===== config.mk =====
export PLATFORM = sky130hd
export DESIGN_NAME = mp_add_seq
export DESIGN_NICKNAME = d
export VERILOG_FILES = /design/src/rtl/mp_add_seq.sv
export SDC_FILE = /design/constraint.sdc
export NUM_CORES = 1
export LEC_CHECK = 0
export CORE_MARGIN = 2
export CORE_UTILIZATION = 33
export CTS_CLUSTER_DIAMETER = 40
export DETAILED_ROUTE_END_ITERATION = 12
export PLACE_DENSITY = 0.81
export RECOVER_POWER = 100
export SYNTH_ARGS = -nofsm -noshare
export SYNTH_HDL_FRONTEND = slang
export SYNTH_SLANG_ARGS = --single-unit

===== constraint.sdc =====
create_clock -name clk -period 1.75 [get_ports clk]
set_input_delay 0.35 -clock clk [delete_from_list [all_inputs] [get_ports clk]]
set_output_delay 0.35 -clock clk [all_outputs]
set_load 0.05 [all_outputs]

===== src/rtl/mp_add_seq.sv =====
// mp_add_seq: multi-precision add sequencer feeding a WIDTH-bit adder, LS word first.
//   clk, rst_n               : clock, asynchronous active-low reset
//   start, nwords, cin0      : launch an N-word add (sampled in IDLE only), busy while not IDLE
//   in_valid/in_ready/in_x/in_y : operand word-pair stream
//   x, y, cin / sm           : to adder / combinational sum (bit WIDTH is carry-out) from adder
//   out_valid/out_ready/out_data/out_last : result word stream, out_last on MS word
//   done, carry_out, zero_out: end-of-operation pulse and held final carry / all-zero flag
module mp_add_seq #(
  parameter int WIDTH  = 32,
  parameter int SWIDTH = WIDTH + 1,
  parameter int CNTW   = 8
) (
  input  logic              clk,
  input  logic              rst_n,
  input  logic              start,
  input  logic [CNTW-1:0]   nwords,
  input  logic              cin0,
  output logic              busy,
  input  logic              in_valid,
  output logic              in_ready,
  input  logic [WIDTH-1:0]  in_x,
  input  logic [WIDTH-1:0]  in_y,
  output logic [WIDTH-1:0]  x,
  output logic [WIDTH-1:0]  y,
  output logic              cin,
  input  logic [SWIDTH-1:0] sm,
  output logic              out_valid,
  input  logic              out_ready,
  output logic [WIDTH-1:0]  out_data,
  output logic              out_last,
  output logic              done,
  output logic              carry_out,
  output logic              zero_out
);
  localparam logic [1:0] IDLE = 2'd0, RUN = 2'd1, FLUSH = 2'd2;
  logic [1:0] state;
  logic [CNTW-1:0] cnt;
  logic carry, zacc, acc, pop;
  assign busy = state != IDLE;
  // single-entry output register: a pop frees the slot in the same cycle
  assign in_ready = (state == RUN) && (!out_valid || out_ready);
  assign acc = in_valid && in_ready;
  assign pop = out_valid && out_ready;
  assign x = in_x;
  assign y = in_y;
  assign cin = carry;
  always_ff @(posedge clk or negedge rst_n)
    if (!rst_n) begin
      state     <= IDLE;
      cnt       <= '0;
      carry     <= 1'b0;
      zacc      <= 1'b0;
      out_valid <= 1'b0;
      out_data  <= '0;
      out_last  <= 1'b0;
      done      <= 1'b0;
      carry_out <= 1'b0;
      zero_out  <= 1'b0;
    end else begin
      done <= 1'b0;
      if (state == IDLE) begin
        if (start && nwords != '0) begin
          state     <= RUN;
          cnt       <= nwords;
          carry     <= cin0;
          zacc      <= 1'b1;
          carry_out <= 1'b0;
          zero_out  <= 1'b0;
        end
      end else if (state == RUN) begin
        if (acc) begin
          out_data  <= sm[WIDTH-1:0];
          carry     <= sm[WIDTH];
          zacc      <= zacc && (sm[WIDTH-1:0] == '0);
          out_valid <= 1'b1;
          out_last  <= cnt == CNTW'(1);
          cnt       <= cnt - CNTW'(1);
          if (cnt == CNTW'(1)) state <= FLUSH;
        end else if (pop) out_valid <= 1'b0;
      end else if (pop) begin
        out_valid <= 1'b0;
        done      <= 1'b1;
        carry_out <= carry;
        zero_out  <= zacc && !carry;
        state     <= IDLE;
      end
    end
endmodule


Word level (Yosys, flattened, before mapping)
Cells that the tools add are included.
{"block": "totals", "reg_bits": 49, "latch_bits": 0, "mem_bits_rw": 0, "mem_bits_ro": 0, "input_bits": 111, "out_inout_bits": 104, "wordCells": 70, "memories": 0}
{"block": "classes", "addsub": 1, "mul": 0, "div": 0, "n_lt_le_gt_ge": 0, "n_eq_ne": 6, "shifts": 0, "muxes": 31, "bitwise_logic": 1, "reduce_logical": 21}
{"op": "zero test 32 bit", "count": 1}
{"op": "two-way mux 8 bit", "count": 4}
{"op": "two-way mux 1 bit", "count": 21}
{"op": "two-way mux 2 bit", "count": 6}
{"op": "AND reduction 3 bit", "count": 3}
{"op": "== test 8 x 1 -> 1 bit (second input constant)", "count": 1}
{"op": "nonzero test 2 bit", "count": 4}
{"op": "nonzero test 8 bit", "count": 1}
{"op": "subtractor 8 x 1 -> 8 bit (second input constant)", "count": 1}
{"op": "logical AND 1 bit", "count": 6}
{"op": "AND reduction 4 bit", "count": 1}
{"op": "!= test 3 x 2 -> 1 bit (second input constant)", "count": 1}
{"op": "!= test 3 bit (second input constant)", "count": 1}
{"op": "nonzero test 3 bit", "count": 1}
{"op": "== test 2 x 1 -> 1 bit (second input constant)", "count": 1}
{"op": "zero test 1 bit", "count": 2}
{"op": "zero test 2 bit", "count": 1}
{"op": "!= test 2 x 1 -> 1 bit (second input constant)", "count": 1}
{"op": "!= test 2 bit (second input constant)", "count": 1}
{"op": "logical OR 1 bit", "count": 1}
{"op": "NOT 1 bit", "count": 1}

Depth between registers and ports, before layout
{"block": "logic_depth", "depth_word": 7, "depth_mapped": 6, "mapped_depth_nobuf": 6}

Worst setup path before layout
OpenSTA, ideal clock, no wires.
{"block": "synth_path", "path_kind": "register to output", "from": "register out_valid", "to": "output in_ready", "t_arrival_ns": 1.948, "t_required_ns": 1.400, "slack_ns": -0.548, "stages_incl_launch_ff": 3, "n_path_buf": 0, "cell_sequence": "dfrtp_1 nor2b_1 nor3b_1"}
{"block": "synth_via", "elab_chain_len": 3}
{"item": "from (decl)", "line_no": "27", "text": "output logic out_valid,"}
{"item": "from (signal assigned)", "line_no": "53", "text": "out_valid <= 1'b0;"}
{"item": "from (signal assigned)", "line_no": "75", "text": "out_valid <= 1'b1;"}
{"item": "from (signal assigned)", "line_no": "79", "text": "end else if (pop) out_valid <= 1'b0;"}
{"item": "zero test 1 bit", "line_no": "41", "text": "assign in_ready = (state == RUN) && (!out_valid || out_ready);"}
{"item": "logical OR 1 bit", "line_no": "41"}
{"item": "logical AND 1 bit", "line_no": "41"}
{"item": "to (decl)", "line_no": "20", "text": "output logic in_ready,"}
No other way between the ends.

Worst setup path in the final report
{"block": "layout_path", "from": "input nwords[1]", "to": "register cnt[2]"}
{"block": "layout_via", "elab_chain_len": 4}
{"item": "from (decl)", "line_no": "16", "text": "input logic [CNTW-1:0] nwords,"}
{"item": "nonzero test 8 bit", "line_no": "62", "text": "if (start && nwords != '0) begin"}
{"item": "logical AND 1 bit", "line_no": "62"}
{"item": "!= test 2 x 1 -> 1 bit (no line)"}
{"item": "AND reduction 3 bit (no line)"}
{"item": "to (signal assigned)", "line_no": "64", "text": "cnt <= nwords;"}
{"item": "to (signal assigned)", "line_no": "77", "text": "cnt <= cnt - CNTW'(1);"}
{"item": "to (decl)", "line_no": "37", "text": "logic [CNTW-1:0] cnt;"}
No other way between the ends.
A chain may end at the register's enable or synchronous reset.

==> metrics.txt <==
# TYPE chip_impl_metric gauge
chip_impl_metric{name="post_synth_num_cell_types",unit=""} 38
chip_impl_metric{name="hold_violations",unit=""} 0
chip_impl_metric{name="final-instance-count-excl-fill",unit=""} 391
chip_impl_metric{name="worst_skew_pair.late_latency",unit="ps"} 300
chip_impl_metric{name="skew",unit="ps"} 4.86
chip_impl_metric{name="final_layout_size_suffix_gt1_share",unit="%"} 27.3
chip_impl_metric{name="clk_transition_reported_paths",unit="ps"} 80
chip_impl_metric{name="number_of_instances_in_the_synthesized_netlist",unit=""} 242
chip_impl_metric{name="wl_met2",unit="um"} 3450
chip_impl_metric{name="period_share",unit="%"} 97.1
chip_impl_info{name="post-synth-top-area-cell",value="sky130_fd_sc_hd__dfrtp_1"} 1
chip_impl_info{name="hold_class",value="input pin to async pin"} 1
chip_impl_metric{name="start_util",unit="%"} 34.5
chip_impl_metric{name="num_rows",unit=""} 32
chip_impl_metric{name="dp_hpwl",unit="um"} 5440
chip_impl_metric{name="top_level_ports",unit=""} 215
chip_impl_metric{name="fill_cells",unit=""} 799
chip_impl_metric{name="grt_start_max_net_pins",unit=""} 30
chip_impl_metric{name="max_slew.worst_pin.slew",unit="ps"} 1160
chip_impl_metric{name="clock_tree.htree_level_count",unit=""} 2
chip_impl_metric{name="tritoncts.num_buffers",unit=""} 5
chip_impl_metric{name="post_synth_instance_area",unit="sq um"} 2690
chip_impl_metric{name="cellPowerDensity",unit="nW/um^2"} 1760
chip_impl_info{name="commonest_non_fill_non_tap_cell_in_the_layout",value="sky130_fd_sc_hd__dfrtp_1"} 1
chip_impl_metric{name="fin_setup_tns",unit="ps"} 0
chip_impl_metric{name="yosysWarningCount",unit=""} 0
chip_impl_info{name="synthFlopType",value="sky130_fd_sc_hd__dfrtp_1"} 1
chip_impl_info{name="clockRootBuffer",value="sky130_fd_sc_hd__clkbuf_8"} 1
chip_impl_metric{name="final_max_slew_viol_count",unit=""} 0
chip_impl_metric{name="syn_area_per_cell",unit="sq um"} 11.1
chip_impl_metric{name="proportion_of_synthesized_flip_flops_having_asynchronous_set_or_reset",unit="%"} 100
chip_impl_metric{name="slew_headroom",unit="%"} 23.0
chip_impl_metric{name="drt-vias-per-instance",unit=""} 5.00
chip_impl_metric{name="setup_viol",unit=""} 0
chip_impl_metric{name="drv_cap",unit=""} 0
chip_impl_metric{name="max-clock-path-buffers",unit=""} 2
chip_impl_metric{name="wl_per_cell",unit="um"} 17.4
chip_impl_metric{name="drt_iter0_markers",unit=""} 57
chip_impl_metric{name="place.detailed.instances",unit=""} 382
chip_impl_info{name="synthTopCellsByArea",value="sky130_fd_sc_hd__dfrtp_1 46%, sky130_fd_sc_hd__buf_4 18%, sky130_fd_sc_hd__mux2_2 13%"} 1
chip_impl_metric{name="setup.reg_to_reg.worst_slack",unit="ps"} 100
chip_impl_metric{name="globalRouteTotalUtil",unit="%"} 15.4
chip_impl_metric{name="syn-num-nets",unit=""} 355
chip_impl_metric{name="yosys_register_bits",unit=""} 49
chip_impl_info{name="final_cell_mix",value="48 x sky130_fd_sc_hd__dfrtp_1, 40 x sky130_fd_sc_hd__clkbuf_1, 37 x sky130_fd_sc_hd__clkdlybuf4s50_1"} 1
chip_impl_metric{name="area_of_combinational_cells_with_multiple_inputs",unit="sq um"} 960
chip_impl_metric{name="first_global_vias",unit=""} 2124
chip_impl_metric{name="die_w",unit="um"} 94.3
chip_impl_metric{name="yosys.area.top_type_share",unit="%"} 45.6
chip_impl_metric{name="peakVddDrop",unit="mV"} 0.997
chip_impl_metric{name="crit_arrival",unit="ps"} 1890
chip_impl_info{name="critical_r2r_launch",value="state[1]"} 1
chip_impl_metric{name="register_area",unit="sq um"} 1230
chip_impl_metric{name="synth_enable_flop_cells",unit=""} 0
chip_impl_info{name="timing.critical_path.from",value="nwords[1]"} 1
chip_impl_info{name="setup.worst_path.end_class",value="register"} 1
chip_impl_metric{name="global_route.overflow_total",unit=""} 0
chip_impl_metric{name="remaining_drc_errors",unit=""} 0
chip_impl_metric{name="buffer_ports.inserted",unit=""} 86
chip_impl_metric{name="num_antenna_cells",unit=""} 0
chip_impl_metric{name="critPathMaxFanout",unit=""} 5
chip_impl_metric{name="layout-area-overhead-vs-synth",unit="%"} 22.2
chip_impl_metric{name="remaining_antenna_violation_count_after_routing",unit=""} 0
chip_impl_info{name="worst_setup_path_start_kind",value="input pin"} 1
chip_impl_metric{name="timing.reg2reg.worst_path_depth",unit=""} 6
chip_impl_metric{name="cts_sinks",unit=""} 49
chip_impl_metric{name="grt_antenna_before_repair",unit=""} 0
chip_impl_metric{name="dr_total_vias",unit=""} 1956
chip_impl_metric{name="finalWeightedCongestion",unit=""} 0.839
chip_impl_metric{name="fin_crit",unit="ps"} 1700
chip_impl_metric{name="detailedRoute.firstPassIterationCount",unit=""} 4
chip_impl_info{name="outcome",value="completed"} 1
chip_impl_metric{name="synth.yosys.seq_area_share",unit="%"} 45.6
chip_impl_metric{name="finalWirelength",unit="um"} 6790
chip_impl_info{name="topRoutingLayerUsed",value="met4"} 1
chip_impl_metric{name="die_h",unit="um"} 94.3
chip_impl_info{name="critical_path_class",value="input pin to register"} 1
chip_impl_metric{name="floorplan.core_area",unit="sq um"} 7810
chip_impl_metric{name="maximum_frequency_from_static_timing_analysis",unit="MHz"} 589
chip_impl_metric{name="final_nets",unit=""} 402
chip_impl_metric{name="wire_length_of_the_first_global_routing_pass",unit="um"} 10700
chip_impl_metric{name="die_outline_area",unit="sq um"} 8890
chip_impl_metric{name="routed_length_on_met3",unit="um"} 666
chip_impl_metric{name="critical_path_required",unit="ps"} 1940
chip_impl_info{name="cts_tree",value="built"} 1
chip_impl_info{name="critical_path.reg2reg.endpoint",value="cnt[0]"} 1
chip_impl_metric{name="static-leakage-power",unit="nW"} 1.37
chip_impl_metric{name="detail_route.wirelength.met1",unit="um"} 2560
[cells in the mapped netlist (2+ instances only)]
master,instances
sky130_fd_sc_hd__buf_4,64
sky130_fd_sc_hd__inv_1,5
sky130_fd_sc_hd__or4_1,2
sky130_fd_sc_hd__a31oi_1,4
sky130_fd_sc_hd__o21ai_0,4
sky130_fd_sc_hd__nor4_1,7
sky130_fd_sc_hd__o22a_1,5
sky130_fd_sc_hd__mux2_2,32
sky130_fd_sc_hd__or4_4,2
sky130_fd_sc_hd__a21o_1,2
sky130_fd_sc_hd__buf_2,6
sky130_fd_sc_hd__a21oi_1,8
sky130_fd_sc_hd__nand3_1,4
sky130_fd_sc_hd__nor3b_1,3
sky130_fd_sc_hd__mux2i_1,2
sky130_fd_sc_hd__nor3_1,3
sky130_fd_sc_hd__buf_6,2
sky130_fd_sc_hd__ha_1,2
sky130_fd_sc_hd__nand2_1,9
sky130_fd_sc_hd__nor2_1,10
sky130_fd_sc_hd__dfrtp_1,49
[worst max-delay path by stage]
stage                    to  cells after the start  slack, ps
2_1_floorplan  out_data[10]                      5         10
3_3_place_gp           zacc                      6       -450
4_1_cts            in_ready                      3         40
3_5_place_dp           zacc                      6       -410
6_report             cnt[2]                      7         50
5_1_grt            zero_out                      7         -3
[sequential cells by signal, summed over array words and instances (netlist names)]
name       flops
cin            1
zero_out       1
out_last       1
done           1
out_data      32
zacc           1
out_valid      1
carry_out      1
cnt            8
state          2
[routing by layer]
metal / vias up / track usage, %
met5: - / 0
met4: 0 / 5.07
met3: 26 / 5.62
met2: 114 / 26.3
met1: 944 / 17.8
li1: 872 / -
[cell type report]
cell class              count  share of cell area [%]
well taps                 102                    3.88
flip-flops and latches     49                    37.3
multi-input cells         116                    29.2
repair buffers            112                    26.3
inverters                   5                   0.571
clock inverters             1                   0.228
clock buffers               6                    2.51
[through the flow]
step	total power [W]	hold slack, ps	cell area (sq um)	util [%]	worst slack [ps]
finish	0.00580	260	3290	42.1	50.8
global route	0.00612	370	3290	42.1	-3.10
detailed placement	0.00542	358	3280	42.0	-411
floorplan	0.00458	54.4	2700	-	12.4
global placement	0.00536	353	3280	42.0	-447
CTS	0.00615	28.3	3410	43.6	39.2
[logic make-up (layout without fill, tap and decap cells)]
family / after synthesis / in the layout / synth area share [%]
AOI/OAI and AO/OA: 31 / 31 / 8.33
adders and majority gates: 2 / 2 / 0.930
buffers and inverters: 77 / 124 / 20.5
DFF: 49 / 49 / 45.6
muxes: 34 / 34 / 14.1
and+or+nand+nor: 49 / 49 / 10.5
[power by group]
| part | switching (W) | internal [W] |
|---|---|---|
| registers | 0.000286 | 0.00160 |
| logic | 0.00219 | 0.00104 |
| clock network | 0.000374 | 0.000313 |
[critical path: stages]
cell                            delay, ps
sky130_fd_sc_hd__dlygate4sd2_1        250
sky130_fd_sc_hd__or4_4                530
sky130_fd_sc_hd__o211ai_4             290
sky130_fd_sc_hd__buf_12               150
sky130_fd_sc_hd__buf_16               100
sky130_fd_sc_hd__a21oi_1               60
sky130_fd_sc_hd__o22a_1               170
[what timing repair did]
item,CTS,global route
resized for setup,13,3
cloned,1,0
setup buffers,0,1
setup endpoints to repair,14,7
pin swaps,6,2
hold buffers,0,0
(Power assumes the default switching activity.)
==> RTL edit 1: new RTL, config.mk and constraints unchanged <==
Reset style: synchronous (`rst_n`), changed in one clocked block. Comments in the files are not updated.
--- a/src/rtl/mp_add_seq.sv
+++ b/src/rtl/mp_add_seq.sv
@@ -44,7 +44,7 @@
   assign x = in_x;
   assign y = in_y;
   assign cin = carry;
-  always_ff @(posedge clk or negedge rst_n)
+  always_ff @(posedge clk)
     if (!rst_n) begin
       state     <= IDLE;
       cnt       <= '0;
Behaviour: differs if rst_n is asserted again (counterexample within 4 cycles, from zero or initial values and one cycle with rst_n low); with rst_n held inactive, the same outputs for 10 cycles.
==> RTL edit 1 against the unedited design <==
  * The flow now finishes with violations (negative setup slack)
  * Sequential cell count did not move
  * Worst setup slack worse by 0.12 ns
  * Register-to-register slack lost 0.17 ns
  * Design area fell by 2.9%
  * Area after synthesis is 4.6% lower
  * Routed wire length down 1.1%
  * Final cell count rose by 18%
  * Global-route usage up 0.45 points
  * Critical path type is now reg2reg
Power is not compared: it rests on default switching activity, and its combinational part moved more than twofold at a synthesized area within 25%.
==> RTL edit 1: results <==
{
  "outcome": "finished, violations left",
  "violations_in_the_final_reports": "negative setup slack",
  "netlist_top_cells_area": "sky130_fd_sc_hd__dfxtp_1, sky130_fd_sc_hd__buf_4, sky130_fd_sc_hd__nand2_1",
  "fin_worst_skew_ns": 0.00918,
  "cp_data_arrival_time_ns": 2.02,
  "hold_path.class": "reg2reg",
  "highest_cell_delay_on_the_worst_timing_path_ns": 0.55,
  "placement.cell_area_um2": 3150,
  "syn_avg_cell_area_um2": 7.92,
  "setup.worst_path.start": "cnt[2]",
  "global_route_wire_length_before_repair_um": 11000,
  "route.final.wire_length_um": 6720,
  "synth.distinct_cells": 47,
  "grt_util_all_layers_pct": 15.8,
  "place_hpwl_um": 5070,
  "fin_ws_ns": -0.0661,
  "async_reset_ff_share_pct": 0,
  "final.setup.tns_ns": -0.0661,
  "post_route_cells_drive_above_1_share_pct": 13.9,
  "worst-slew-pin-transition_ns": 0.641,
  "synth.cells.most_frequent": "sky130_fd_sc_hd__nand2_1, sky130_fd_sc_hd__buf_4, sky130_fd_sc_hd__dfxtp_1, sky130_fd_sc_hd__a21oi_1",
  "firstDrtPassIters": 6,
  "routed-via-count": 2389,
  "place_inst": 455,
  "finalWeightedCongestion": 0.878,
  "setup-violations-final": 1,
  "grt_start_max_net_pins": 24,
  "post_synthesis_net_count": 437,
  "n_fill_cell": 758
}
-- RTL edit 1: report_power, final --
group	switching [mW]	total, mW	internal, mW	leakage, nW
logic	0.410	0.709	0.299	0.763
registers	0.0457	1.22	1.18	0.400
clock network	0.368	0.834	0.466	0.0585
-- RTL edit 1: worst min-delay path by stage --
stage / to / slack (ns) / cells past startpoint
finish: out_data[10] / 0.46 / 2
global route: cnt[5] / 0.46 / 4
CTS: out_data[10] / 0.46 / 2
detailed placement: out_data[10] / 0.45 / 2
global placement: out_data[26] / 0.44 / 2
floorplan: cnt[5] / 0.44 / 2
-- RTL edit 1: layout make-up --
type,count,area [um^2],share of cell area (%)
multi-input cells,190,1060,33.3
clock buffers,7,86.3,2.70
inverters,5,21.3,0.666
flip-flops and latches,49,983,30.8
well taps,102,128,4.00
clock inverters,1,30.0,0.941
repair buffers,109,880,27.6
-- RTL edit 1: timing repair --
action | CTS | global route
pin swaps | 1 | 4
setup endpoints to repair | 9 | 14
gates resized for setup | 6 | 16
setup buffers | 0 | 0
-- RTL edit 1: per-layer routing --
| layer | wire [um] | vias up | track usage, % |
|---|---|---|---|
| met1 | 2630 | 1101 | 18.3 |
| met2 | 3230 | 132 | 26.1 |
| met3 | 631 | 40 | 5.18 |
| met4 | 226 | 0 | 7.96 |
| met5 | 0 | - | 0 |
| li1 | - | 1116 | - |
-- RTL edit 1: cell families after synthesis --
group,count (synthesis),share of synthesized area (%)
and+or+nand+nor,118,21.4
buffers and inverters,85,21.9
AOI/OAI and AO/OA,68,16.7
DFF,49,38.2
muxes,2,0.829
adders and majority gates,2,0.975
-- RTL edit 1: worst min-delay path, delay by kind of cell, from the launching register on --
| kind | cells | cell delay (ns) |
|---|---|---|
| DFF | 1 | 0.31 |
| and+or+nand+nor | 1 | 0.05 |
| AOI/OAI and AO/OA | 1 | 0.05 |
==> RTL edit 2: new RTL, same flow settings <==
Without the edit above. Change the parameter `CNTW` from 8 to 12.
--- a/src/rtl/mp_add_seq.sv
+++ b/src/rtl/mp_add_seq.sv
@@ -8,7 +8,7 @@
 module mp_add_seq #(
   parameter int WIDTH  = 32,
   parameter int SWIDTH = WIDTH + 1,
-  parameter int CNTW   = 8
+  parameter int CNTW   = 12
 ) (
   input  logic              clk,
   input  logic              rst_n,
Interface: changed (resized nwords); port bits go from 215 to 219. No check against the original RTL was run, so the function may have changed too.
==> RTL edit 2 against the unedited design <==
  * The run now ends with negative setup slack left
  * Sequential cell count rose by 4
  * Register-to-register slack got worse by 0.13 ns
  * Area after synthesis rose by 13%
  * Power fell by 22%
  * Design area rose by 16%
  * Routed wire length rose by 17%
  * Worst hold slack improved by 0.14 ns
  * Synthesized cell count rose by 41%
  * Combinational power fell by 36%
  * Worst setup slack got worse by 0.084 ns
  * Clock power fell by 1%
  * Critical endpoint is now cnt[10]
==> RTL edit 2: results <==
{
  "ys.warnings.count": 0,
  "vdd.ir_drop.worst_v": 0.000536,
  "clk_transition_reported_paths_ns": 0.10,
  "finalWeightedCongestion": 0.832,
  "outcome": "finished, violations left",
  "critical_path.max_fanout": 3,
  "min_delay_path_depth": 3,
  "layout.nets": 520,
  "avgViaCountPerCell": 5.06,
  "wl_met2_um": 3850,
  "leakagePower_nw": 1.74,
  "grt_util_all_layers_pct": 15.9,
  "synth.cells.most_frequent": "sky130_fd_sc_hd__nand2_1, sky130_fd_sc_hd__buf_4, sky130_fd_sc_hd__dfrtp_1, sky130_fd_sc_hd__nor4_1, sky130_fd_sc_hd__nor2_1",
  "reg_top3": "out_data: 32 flops, cnt: 12 flops, state: 2 flops",
  "clk_path_buf_depth": 2,
  "placement.cell_area_um2": 3730,
  "critPathSlowestCell": "sky130_fd_sc_hd__dfrtp_1",
  "hold_path.class": "in2reg",
  "dr.first_iter.drc_count": 96,
  "worst-slew-pin-transition_ns": 1.34,
  "dr_wl_met3_um": 679,
  "global_route.usage.met1_pct": 19.8,
  "grt_util_met2_pct": 26.6,
  "n_fill_cell": 922,
  "place.port_buffers": 90,
  "antenna_violations_before_repair": 0,
  "pre_cts_ws_ns": -0.624,
  "synth.yosys.seq_area_share_pct": 43.5,
  "cts_inserted_buffers": 5,
  "fin_worst_skew_ns": 0.0125,
  "violations_in_the_final_reports": "negative setup slack",
  "highest_cell_delay_on_the_worst_timing_path_ns": 0.41,
  "fin_ws_ns": -0.0332,
  "setup-violations-final": 2,
  "global_route_wire_length_before_repair_um": 12800,
  "routedLengthMet1_um": 3270,
  "post_route_cells_drive_above_1_share_pct": 21.8,
  "grt_start_max_net_pins": 54,
  "synth.distinct_cells": 45,
  "r2r_end": "cnt[10]",
  "use_met3_pct": 5.01,
  "grt_pass1_vias": 2662,
  "reg2reg_depth": 6,
  "route.final.wire_length_um": 7940,
  "place_hpwl_um": 5790,
  "post_synthesis_net_count": 459,
  "netlist_top_cells_area": "sky130_fd_sc_hd__dfrtp_1, sky130_fd_sc_hd__buf_4, sky130_fd_sc_hd__nand2_1",
  "setup.worst_path.start": "cnt[0]",
  "top_signal_layer_used": "met4"
}
[RTL edit 2: repair_timing]
item                       4_1_cts  5_1_grt
pin swaps                        7       10
setup endpoints to repair       18       13
gates resized for setup         31       32
buffers inserted                 1        5
gates cloned                     1        0
[RTL edit 2: metrics by stage]
stage / instances / setup TNS (ns) / hold WS [ns]
detailed placement: 500 / -12.41 / 0.370
global route: 515 / -1.30 / 0.406
finish: 515 / -0.0561 / 0.399
global placement: 500 / -10.85 / 0.370
floorplan: 342 / -0.123 / 0.0544
CTS: 510 / 0 / 0.0289
[RTL edit 2: worst max-delay path: cells and delay by family (launching register included)]
family | cells | cell delay [ns]
AO/OA/AOI/OAI | 2 | 0.34
adder cells (fa/ha/maj) | 1 | 0.13
buffers and inverters | 1 | 0.08
flip-flops | 1 | 0.41
AND/OR/NAND/NOR | 2 | 0.72
[RTL edit 2: cell families (layout without fill, tap and decap cells)]
| kind of cell | after synthesis | in the layout | share of synthesized area, % |
|---|---|---|---|
| adder cells (fa/ha/maj) | 2 | 2 | 0.820 |
| multiplexers | 3 | 3 | 0.984 |
| flip-flops | 53 | 53 | 43.5 |
| AND/OR/NAND/NOR | 156 | 156 | 23.8 |
| buffers and inverters | 85 | 146 | 20.2 |
| AO/OA/AOI/OAI | 43 | 44 | 10.7 |
[RTL edit 2: cell type report]
class | instances | area, um^2 | area share, %
clock buffer | 7 | 76.3 | 2.00
multi-input combinational | 205 | 1230 | 32.3
timing repair buffer | 133 | 1020 | 26.7
sequential | 53 | 1330 | 34.7
tap | 111 | 139 | 3.63
inverter | 5 | 18.8 | 0.491
clock inverter | 1 | 8.76 | 0.229
[RTL edit 2: power by group]
part	internal [mW]	switching, mW
logic	0.754	1.31
registers	1.53	0.271
clock network	0.287	0.392
